--- config.mk ---
export PLATFORM = sky130hd
export DESIGN_NAME = alu_ctrl_stage
export DESIGN_NICKNAME = d
export VERILOG_FILES = /design/src/rtl/alu_ctrl_stage.sv
export SDC_FILE = /design/constraint.sdc
export NUM_CORES = 1
export LEC_CHECK = 0
export ABC_AREA = 1
export BUFFER_PORTS_ARGS = -buffer_cell sky130_fd_sc_hd__buf_4
export CAP_MARGIN = 40
export CORE_MARGIN = 2
export CORE_UTILIZATION = 59
export DETAILED_ROUTE_END_ITERATION = 10
export HOLD_SLACK_MARGIN = 0.02
export PLACE_DENSITY = 0.95
export SYNTH_ARGS = -nofsm -noshare
export SYNTH_HDL_FRONTEND = slang
export SYNTH_SLANG_ARGS = --single-unit
--- constraint.sdc ---
create_clock -name clk_i -period 2.9 [get_ports clk_i]
set_input_delay 0.87 -clock clk_i [delete_from_list [all_inputs] [get_ports clk_i]]
set_output_delay 0.87 -clock clk_i [all_outputs]
set_load 0.05 [all_outputs]
--- src/rtl/alu_ctrl_stage.sv ---
// ID/EX stage: decodes an RV32I instruction into ALU control, operands and
// sideband flags, registered behind a valid/ready handshake with skid buffer.
// Ports: clk_i/rst_n_i, flush_i, valid_i/ready_o + instr_i, pc_i, rs1/rs2 data
// in; valid_o/ready_i + ALUCtrl_o, data1/2, imm, rs2_data, rd, flags out.
module alu_ctrl_stage #(
  parameter bit SKID_EN = 1'b1
) (
  input  logic        clk_i,
  input  logic        rst_n_i,
  input  logic        flush_i,
  input  logic        valid_i,
  output logic        ready_o,
  input  logic [31:0] instr_i,
  input  logic [31:0] pc_i,
  input  logic [31:0] rs1_data_i,
  input  logic [31:0] rs2_data_i,
  output logic        valid_o,
  input  logic        ready_i,
  output logic [3:0]  ALUCtrl_o,
  output logic [31:0] data1_o,
  output logic [31:0] data2_o,
  output logic [31:0] imm_o,
  output logic [31:0] rs2_data_o,
  output logic [4:0]  rd_o,
  output logic        reg_write_o,
  output logic        mem_read_o,
  output logic        mem_write_o,
  output logic        branch_o,
  output logic        jump_o,
  output logic        illegal_o
);

  typedef struct packed {
    logic [3:0]  alu;
    logic [31:0] d1;
    logic [31:0] d2;
    logic [31:0] imm;
    logic [31:0] st;
    logic [4:0]  rd;
    logic        rw;
    logic        mr;
    logic        mw;
    logic        br;
    logic        jp;
    logic        ill;
  } ex_t;

  localparam logic [3:0] ADD = 4'd0;
  localparam logic [3:0] SUB = 4'd1;
  localparam logic [3:0] AND = 4'd2;
  localparam logic [3:0] OR  = 4'd3;
  localparam logic [3:0] SLT = 4'd4;
  localparam logic [3:0] XOR = 4'd5;
  localparam logic [3:0] SLL = 4'd6;
  localparam logic [3:0] SRL = 4'd7;
  localparam logic [3:0] SRA = 4'd8;
  localparam logic [3:0] BNE = 4'd9;

  localparam logic [6:0] OPC_OP  = 7'b0110011;
  localparam logic [6:0] OPC_OPI = 7'b0010011;
  localparam logic [6:0] OPC_LD  = 7'b0000011;
  localparam logic [6:0] OPC_ST  = 7'b0100011;
  localparam logic [6:0] OPC_BR  = 7'b1100011;
  localparam logic [6:0] OPC_JLR = 7'b1100111;
  localparam logic [6:0] OPC_JAL = 7'b1101111;

  logic [6:0]  opc;
  logic [2:0]  f3;
  logic [6:0]  f7;
  logic        is_op;
  logic        is_opi;
  logic        f7_zero;
  logic        f7_alt;
  logic [31:0] i_imm;
  logic [31:0] s_imm;
  logic [31:0] b_imm;
  logic [31:0] j_imm;

  assign opc     = instr_i[6:0];
  assign f3      = instr_i[14:12];
  assign f7      = instr_i[31:25];
  assign is_op   = opc == OPC_OP;
  assign is_opi  = opc == OPC_OPI;
  assign f7_zero = f7 == 7'b0000000;
  assign f7_alt  = f7 == 7'b0100000;

  assign i_imm = {{20{instr_i[31]}}, instr_i[31:20]};
  assign s_imm = {{20{instr_i[31]}}, instr_i[31:25],
                  instr_i[11:7]};
  assign b_imm = {{19{instr_i[31]}}, instr_i[31],
                  instr_i[7], instr_i[30:25],
                  instr_i[11:8], 1'b0};
  assign j_imm = {{11{instr_i[31]}}, instr_i[31],
                  instr_i[19:12], instr_i[20],
                  instr_i[30:21], 1'b0};

  // Shared funct3 map for OP and OP-IMM.
  // In OP-IMM funct7 is immediate bits except for shifts.
  logic [3:0] ar_alu;
  logic       ar_ok;

  always_comb begin
    ar_alu = ADD;
    ar_ok  = 1'b1;
    unique case (f3)
      3'b000: begin
        ar_alu = (is_op && f7_alt) ? SUB : ADD;
        ar_ok  = !is_op || f7_zero || f7_alt;
      end
      3'b001: begin
        ar_alu = SLL;
        ar_ok  = f7_zero;
      end
      3'b010: begin
        ar_alu = SLT;
        ar_ok  = !is_op || f7_zero;
      end
      3'b011: ar_ok = 1'b0;
      3'b100: begin
        ar_alu = XOR;
        ar_ok  = !is_op || f7_zero;
      end
      3'b101: begin
        ar_alu = f7_alt ? SRA : SRL;
        ar_ok  = f7_zero || f7_alt;
      end
      3'b110: begin
        ar_alu = OR;
        ar_ok  = !is_op || f7_zero;
      end
      3'b111: begin
        ar_alu = AND;
        ar_ok  = !is_op || f7_zero;
      end
      default: ar_ok = 1'b0;
    endcase
  end

  ex_t dec;

  always_comb begin
    dec     = '0;
    dec.alu = ADD;
    dec.d1  = rs1_data_i;
    dec.d2  = rs2_data_i;
    dec.st  = rs2_data_i;
    dec.rd  = instr_i[11:7];
    unique case (1'b1)
      is_op: begin
        dec.alu = ar_alu;
        dec.rw  = 1'b1;
        dec.ill = !ar_ok;
      end
      is_opi: begin
        dec.alu = ar_alu;
        dec.rw  = 1'b1;
        dec.ill = !ar_ok;
        if (f3 == 3'b001 || f3 == 3'b101)
          dec.d2 = {27'd0, instr_i[24:20]};
        else
          dec.d2 = i_imm;
      end
      (opc == OPC_LD): begin
        dec.d2  = i_imm;
        dec.mr  = 1'b1;
        dec.rw  = 1'b1;
        dec.ill = f3 != 3'b010;
      end
      (opc == OPC_ST): begin
        dec.d2  = s_imm;
        dec.mw  = 1'b1;
        dec.ill = f3 != 3'b010;
      end
      (opc == OPC_BR): begin
        dec.alu = f3[0] ? BNE : XOR;
        dec.imm = b_imm;
        dec.br  = 1'b1;
        dec.ill = f3[2:1] != 2'b00;
      end
      (opc == OPC_JLR): begin
        dec.d2  = i_imm;
        dec.jp  = 1'b1;
        dec.rw  = 1'b1;
        dec.ill = f3 != 3'b000;
      end
      (opc == OPC_JAL): begin
        dec.d1  = pc_i;
        dec.d2  = 32'd4;
        dec.imm = j_imm;
        dec.jp  = 1'b1;
        dec.rw  = 1'b1;
      end
      default: dec.ill = 1'b1;
    endcase
    // Illegal entries still flow but must have no side effects.
    if (dec.ill) begin
      dec.alu = ADD;
      dec.rw  = 1'b0;
      dec.mr  = 1'b0;
      dec.mw  = 1'b0;
      dec.br  = 1'b0;
      dec.jp  = 1'b0;
    end
    if (dec.rd == 5'd0)
      dec.rw = 1'b0;
  end

  ex_t  out_q;
  ex_t  skid_q;
  logic out_v;
  logic skid_v;
  logic acc;
  logic ret;

  // Ready depends only on state when the skid is enabled.
  assign ready_o = SKID_EN ? !skid_v
                           : (!out_v || ready_i);
  assign acc     = valid_i && ready_o;
  assign ret     = out_v && ready_i;

  always_ff @(posedge clk_i or negedge rst_n_i) begin
    if (!rst_n_i) begin
      out_q  <= '0;
      skid_q <= '0;
      out_v  <= 1'b0;
      skid_v <= 1'b0;
    end else if (flush_i) begin
      out_v  <= 1'b0;
      skid_v <= 1'b0;
    end else if (!out_v || ret) begin
      // ready_o is low whenever skid is full, so no accept here then.
      if (skid_v) begin
        out_q  <= skid_q;
        out_v  <= 1'b1;
        skid_v <= 1'b0;
      end else begin
        if (acc)
          out_q <= dec;
        out_v <= acc;
      end
    end else if (acc && SKID_EN) begin
      skid_q <= dec;
      skid_v <= 1'b1;
    end
  end

  assign valid_o     = out_v;
  assign ALUCtrl_o   = out_q.alu;
  assign data1_o     = out_q.d1;
  assign data2_o     = out_q.d2;
  assign imm_o       = out_q.imm;
  assign rs2_data_o  = out_q.st;
  assign rd_o        = out_q.rd;
  assign reg_write_o = out_q.rw;
  assign mem_read_o  = out_q.mr;
  assign mem_write_o = out_q.mw;
  assign branch_o    = out_q.br;
  assign jump_o      = out_q.jp;
  assign illegal_o   = out_q.ill;

endmodule

==> results of run 1 <==
-- path summary, 6_finish.rpt --
| kind | from | endpoint | cells past startpoint |
|---|---|---|---|
| max | skid_v | ready_o | 2 |
| min | rst_n_i | data1_o[24] | 1 |
| max reg2reg | skid_v | rs2_data_o[31] | 5 |
| min reg2reg | skid_q[37] | skid_q[37] | 2 |
| max in group asynchronous | rst_n_i | data2_o[24] | 2 |
| min in group clk_i | skid_q[37] | skid_q[37] | 2 |
-- layout make-up --
cell class | count | area, sq um | share of cell area (%)
tap | 275 | 344.1 | 2.166
clock buffer | 38 | 809.5 | 5.096
clock inverter | 14 | 232.7 | 1.465
inverter | 74 | 285.3 | 1.796
multi-input combinational | 1187 | 5187 | 32.65
timing repair buffer | 308 | 2420 | 15.23
sequential | 264 | 6608 | 41.59
-- worst reg2reg max path, cell delays in order, from the launching register on --
cell	delay [ps]
dfrtp_2	500
inv_6	290
buf_4	640
nand2_1	190
o21ai_0	160
o21ai_0	140
-- cells in the mapped netlist (all sizes together) --
library cell	n
nand2	590
dfrtp	264
o21ai	253
nor2	193
nand3	77
inv	73
buf	69
clkbuf	48
a31oi	37
a21oi	13
a41oi	6
a22oi	4
nand3b	4
nand4	2
nor3	2
o22ai	2
a21boi	1
and3	1
clkinv	1
conb	1
or2	1
-- sequential cells by signal (all words and copies together) (netlist names) --
signal	count
ALUCtrl_o	4
branch_o	1
data1_o	32
data2_o	32
illegal_o	1
imm_o	20
jump_o	1
mem_read_o	1
mem_write_o	1
rd_o	5
reg_write_o	1
rs2_data_o	32
skid_q	131
skid_v	1
valid_o	1
-- kinds of logic after synthesis --
logic type / share of synthesized area [%]
and+or+nand+nor: 27.72
DFF: 52.35
other: 0.02972
AOI/OAI and AO/OA: 13.20
buffers and inverters: 6.702
-- power breakdown --
part / switching [mW] / leakage, nW / total (mW) / internal (mW)
sequential: 0.422 / 3.32 / 4.79 / 4.37
clock: 1.48 / 0.507 / 3.98 / 2.49
combinational: 1.90 / 4.72 / 2.79 / 0.891
-- metal layers --
| layer | share of wire [%] | vias up | routed length [um] | track usage (%) |
|---|---|---|---|---|
| met4 | 6.1 | 0 | 2293 | 17.83 |
| met1 | 38 | 5932 | 14320 | 43.93 |
| met5 | 0 | - | 0 | 0 |
| li1 | - | 5708 | - | - |
| met2 | 47 | 730 | 17640 | 52.88 |
| met3 | 9.5 | 169 | 3603 | 5.939 |
==> flow_summary.ini, run 1 <==
[logic_synthesis]
synth_cell_types = 31
avgSynthCellArea_sq_um = 7.686
synth_seq_area_share_pct = 52.35
synth_nets = 1775
synth_cells = 1642
synth-seq-cells = 264
synth_area_leaders = dfrtp_1 (52%), nand2_1 (17%), o21ai_0 (8.6%), nor2_1 (5.7%), nand3_1 (2.6%)
synth_top_area_share_pct = 52.35
netlist_area_sq_um = 12620
synth_area_leader_cell = dfrtp_1
yosysWarnings = 0

[cells_and_area]
antennaDiodeCount = 0
final_cell_mix = nand2_1 (574), buf_4 (299), dfrtp_1 (263), o21ai_0 (217), nor2_1 (191)
nFillCells = 1481
final_cell_area_sq_um = 15890
area_growth_pct = 25.89
utilization_pct = 75.57
finalNonFillerCells = 2160
fin_nets = 1996
final_layout_size_suffix_gt1_share_pct = 21.01
mostFrequentLayoutCell = nand2_1

[cts]
clkSinkCount = 264
post_cts_resized = 0
htreeDepth = 1
clk_path_buf_depth = 3
clk_pin_slew_ps = 60
cts_hold_buf = 0
numCtsBuffers = 28
root_buffer = clkbuf_16
cts_tree = yes
clk_latency_ps = 530
cts_setup_buffers = 0

[worst_hold_path]
worstHoldPathType = input port to asynchronous set/reset pin

[timing]
finalCriticalPeriod_ps = 2473
max-slew-margin-rel_pct = 49.38
max_freq_mhz = 404.4
timing.final.crit_share_pct = 85.26
finalSetupTns_ps = 0
setup_ws_ps = 427.3
whs_ps = 299.7
rsz0062_at_grt = false
final-hold-violation-count = 0
skew_ps = 7.007
worstMarginPinSlew_ps = 759.4
setup_viol = 0
drv_slew = 0

[worst_setup_path]
cp.required_ps = 2030
worst-path-buf-inv = 2
cpPeakStageDelay_ps = 500
path_cells = inv_6 -> buf_4
regToRegSetupSlack_ps = 830
crit_family = buffers and inverters
crit_slowest_cell = dfrtp_2
worstPathArrival_ps = 1600
crit_path_end_kind = output pin
path_class = flip-flop to output pin
worstSetupStartpointType = flip-flop
crit_path_max_fanout = 37

[global_routing]
grt.total_usage_pct = 33.32
antenna_found_initial = 0
grt_pass1_wl_mm = 60.50
grt_overflow_total = 0
grt_max_degree = 85
grt_pass1_vias = 12090

[drt]
vias = 12540
via_per_inst = 5.805
drtIter0Drc = 1506
wire_per_inst_um = 17.53
dr.pass1.iters = 5
drc_errors = 0
antenna_left = 0
wirelength_mm = 37.87

[placement]
postPlaceCellArea_sq_um = 14840
dp_slack_ps = 243.3
dp_hpwl_mm = 25.26
globalplace.congestion = 0.9180
io_buffers = 276
dpl.cell_count = 2108

[job]
cap_viol_max_count = 0

[die]
ios = 278
die_x_um = 150.3
start_util_pct = 60.03
rows = 53
core_area_sq_um = 21020
die_area_sq_um = 22580
die_h_um = 150.3

[pwr]
power_mw = 11.56
power_density_nw_per_um2 = 727.4
p_leak_nw = 8.555
ir_drop_uv = 417.3

[status]
status = finished clean
(Power assumes the default switching activity.)
==> run 2: changes to the inputs <==
--- a/config.mk
+++ b/config.mk
@@ -9,10 +9,10 @@
 export BUFFER_PORTS_ARGS = -buffer_cell sky130_fd_sc_hd__buf_4
 export CAP_MARGIN = 40
 export CORE_MARGIN = 2
-export CORE_UTILIZATION = 59
+export CORE_UTILIZATION = 45
 export DETAILED_ROUTE_END_ITERATION = 10
 export HOLD_SLACK_MARGIN = 0.02
-export PLACE_DENSITY = 0.95
+export PLACE_DENSITY = 0.8
 export SYNTH_ARGS = -nofsm -noshare
 export SYNTH_HDL_FRONTEND = slang
 export SYNTH_SLANG_ARGS = --single-unit
==> constraint.sdc (replaced) <==
create_clock -name clk_i -period 2.9 [get_ports clk_i]
set_input_delay 0.58 -clock clk_i [delete_from_list [all_inputs] [get_ports clk_i]]
set_output_delay 0.58 -clock clk_i [all_outputs]
set_load 0.05 [all_outputs]
==> run 2 against run 1 <==
  * The run now ends with DRC left
  * Setup slack improved by 370 ps
  * Register-to-register slack improved by 120 ps
  * Global-route usage fell by 8.4 points
  * Sequential power fell by 0.8%
  * Clock power fell by 3%
  * Non-clock buffer count fell by 8
  * Critical path type unchanged
  * Largest cell class unchanged
==> flow_summary.ini, run 2 (synthesis results as in run 1) <==
[pwr]
ir_drop_uv = 383.6
p_sw_share_pct = 32.99
intPower_mw = 7.619
power_mw = 11.37
p_seq_share_pct = 41.7
p_leak_nw = 8.492
netSwitchingPower_mw = 3.750
pwr-share-comb_pct = 24.3
p_clk_share_pct = 33.9
power_density_nw_per_um2 = 715.2

[worst_setup_path]
crit_family = buffers and inverters
path_class = flip-flop to output pin
worst-path-buf-inv = 2
cp.required_ps = 2320
crit_path_end_kind = output pin
cpPeakStageDelay_ps = 440
worstSetupStartpointType = flip-flop
path_cells = inv_6 -> buf_4
worstPathArrival_ps = 1520
crit_path_max_fanout = 41
crit_slowest_cell = dfrtp_2

[timing]
rsz0062_at_grt = false
max_freq_mhz = 475.5
timing.final.crit_share_pct = 72.52
setup_viol = 0
finalSetupTns_ps = 0
skew_ps = 7.818
final-hold-violation-count = 0
worstMarginPinSlew_ps = 825.8
drv_slew = 0
max-slew-margin-rel_pct = 44.95
finalCriticalPeriod_ps = 2103

[global_routing]
grt_max_degree = 155
grt_pass1_vias = 11500
grt_overflow_total = 0
grt.total_usage_pct = 24.94
grt_pass1_wl_mm = 59.08
antenna_found_initial = 1

[cells_and_area]
final_layout_size_suffix_gt1_share_pct = 20.70
final_cell_mix = nand2_1 (574), buf_4 (293), dfrtp_1 (263), o21ai_0 (217), nor2_1 (191)
largest_reg_flops = 131
nFillCells = 2502
multi_input_area_sq_um = 5187
seqCellArea_sq_um = 6608
regMostFlops = skid_q
finalNonFillerCells = 2254
area_growth_pct = 25.96
utilization_pct = 57.37
fin_nets = 1988
mostFrequentLayoutCell = nand2_1

[die]
die_h_um = 171.5
die_area_sq_um = 29400
ios = 278
start_util_pct = 45.55
rows = 61
die_x_um = 171.5
core_area_sq_um = 27710

[cts]
root_buffer = clkbuf_16
htreeDepth = 1
clk_pin_slew_ps = 70
cts_hold_buf = 0
post_cts_resized = 0
cts_tree = yes
clkSinkCount = 264
clk_latency_ps = 530
cts_setup_buffers = 0
numCtsBuffers = 28
clk_path_buf_depth = 3

[status]
status = complete, but fails checks
violations = DRC

[worst_hold_path]
worstHoldPathType = input port to asynchronous set/reset pin

[drt]
dr.pass1.iters = 8
drc_errors = 2
vias = 11850
drtIter0Drc = 1121
wire_per_inst_um = 16.29
via_per_inst = 5.259
wirelength_mm = 36.72
antenna_left = 0

[placement]
globalplace.congestion = 0.9250
io_buffers = 276
dp_hpwl_mm = 24.43
dpl.cell_count = 2203

[job]
cap_viol_max_count = 0
[run 2: changes by cell type in the layout (fill, tap and decap cells not counted)]
cell / before / now
buf_4: 299 / 293
clkbuf_1: 4 / 1
clkbuf_8: 5 / 8
buf_12: 8 / 6
bufinv_16: 6 / 4
diode_2: 0 / 2
clkinv_4: 1 / 0
clkinvlp_4: 2 / 3
inv_6: 2 / 1
[run 2: worst register-to-register path, cell delays in order (launching register included)]
cell and delay, ps:
dfrtp_1 380, inv_1 50, nor2_1 80, inv_1 80, nor2_1 220, nand3_4 130, inv_4 350, buf_12 300
nor2_1 110, a31oi_1 180
[run 2: stage by stage]
| stage | hold slack [ps] | area [sq um] | setup slack (ps) |
|---|---|---|---|
| floorplan | 284.4 | 12620 | 923.0 |
| global placement | 455.8 | 14890 | 639.8 |
| global route | 36.25 | 15890 | 741.4 |
| finish | 2.669 | 15900 | 796.9 |
| CTS | 34.45 | 15890 | 782.3 |
| detailed placement | 460.1 | 14890 | 565.4 |
[run 2: final timing paths]
path	startpoint	end	slack [ps]	cells after the start
min reg2reg	skid_q[53]	skid_q[53]	470	2
max	skid_v	ready_o	800	2
min	rst_n_i	data1_o[24]	3	1
max reg2reg	valid_o	skid_q[127]	950	9
max in group asynchronous	rst_n_i	rs2_data_o[22]	2130	2
min in group clk_i	instr_i[26]	skid_q[49]	330	3
[run 2: power groups by stage]
| stage | sequential (mW) | clock [mW] | combinational, mW |
|---|---|---|---|
| global route | 4.82 | 4.07 | 3.01 |
| floorplan | 5.68 | 0 | 0.866 |
| CTS | 4.74 | 3.91 | 2.78 |
| global placement | 4.77 | 0 | 2.71 |
| finish | 4.75 | 3.86 | 2.76 |
| detailed placement | 4.80 | 0 | 2.77 |
[run 2: area by class of cell]
class / count / share of cell area (%)
diodes: 2 / 0.03149
clock buffers: 38 / 5.282
repair buffers: 300 / 14.69
clock inverters: 11 / 1.023
multi-input cells: 1187 / 32.64
inverters: 74 / 1.795
flip-flops and latches: 264 / 41.57
well taps: 378 / 2.975
[run 2: per-layer routing]
layer	routed length (um)	vias to the layer above	global-route usage, %
li1	-	5679	-
met1	16070	5617	35.26
met2	16550	462	38.50
met3	2323	96	2.922
met4	1785	0	11.61
met5	0	-	0
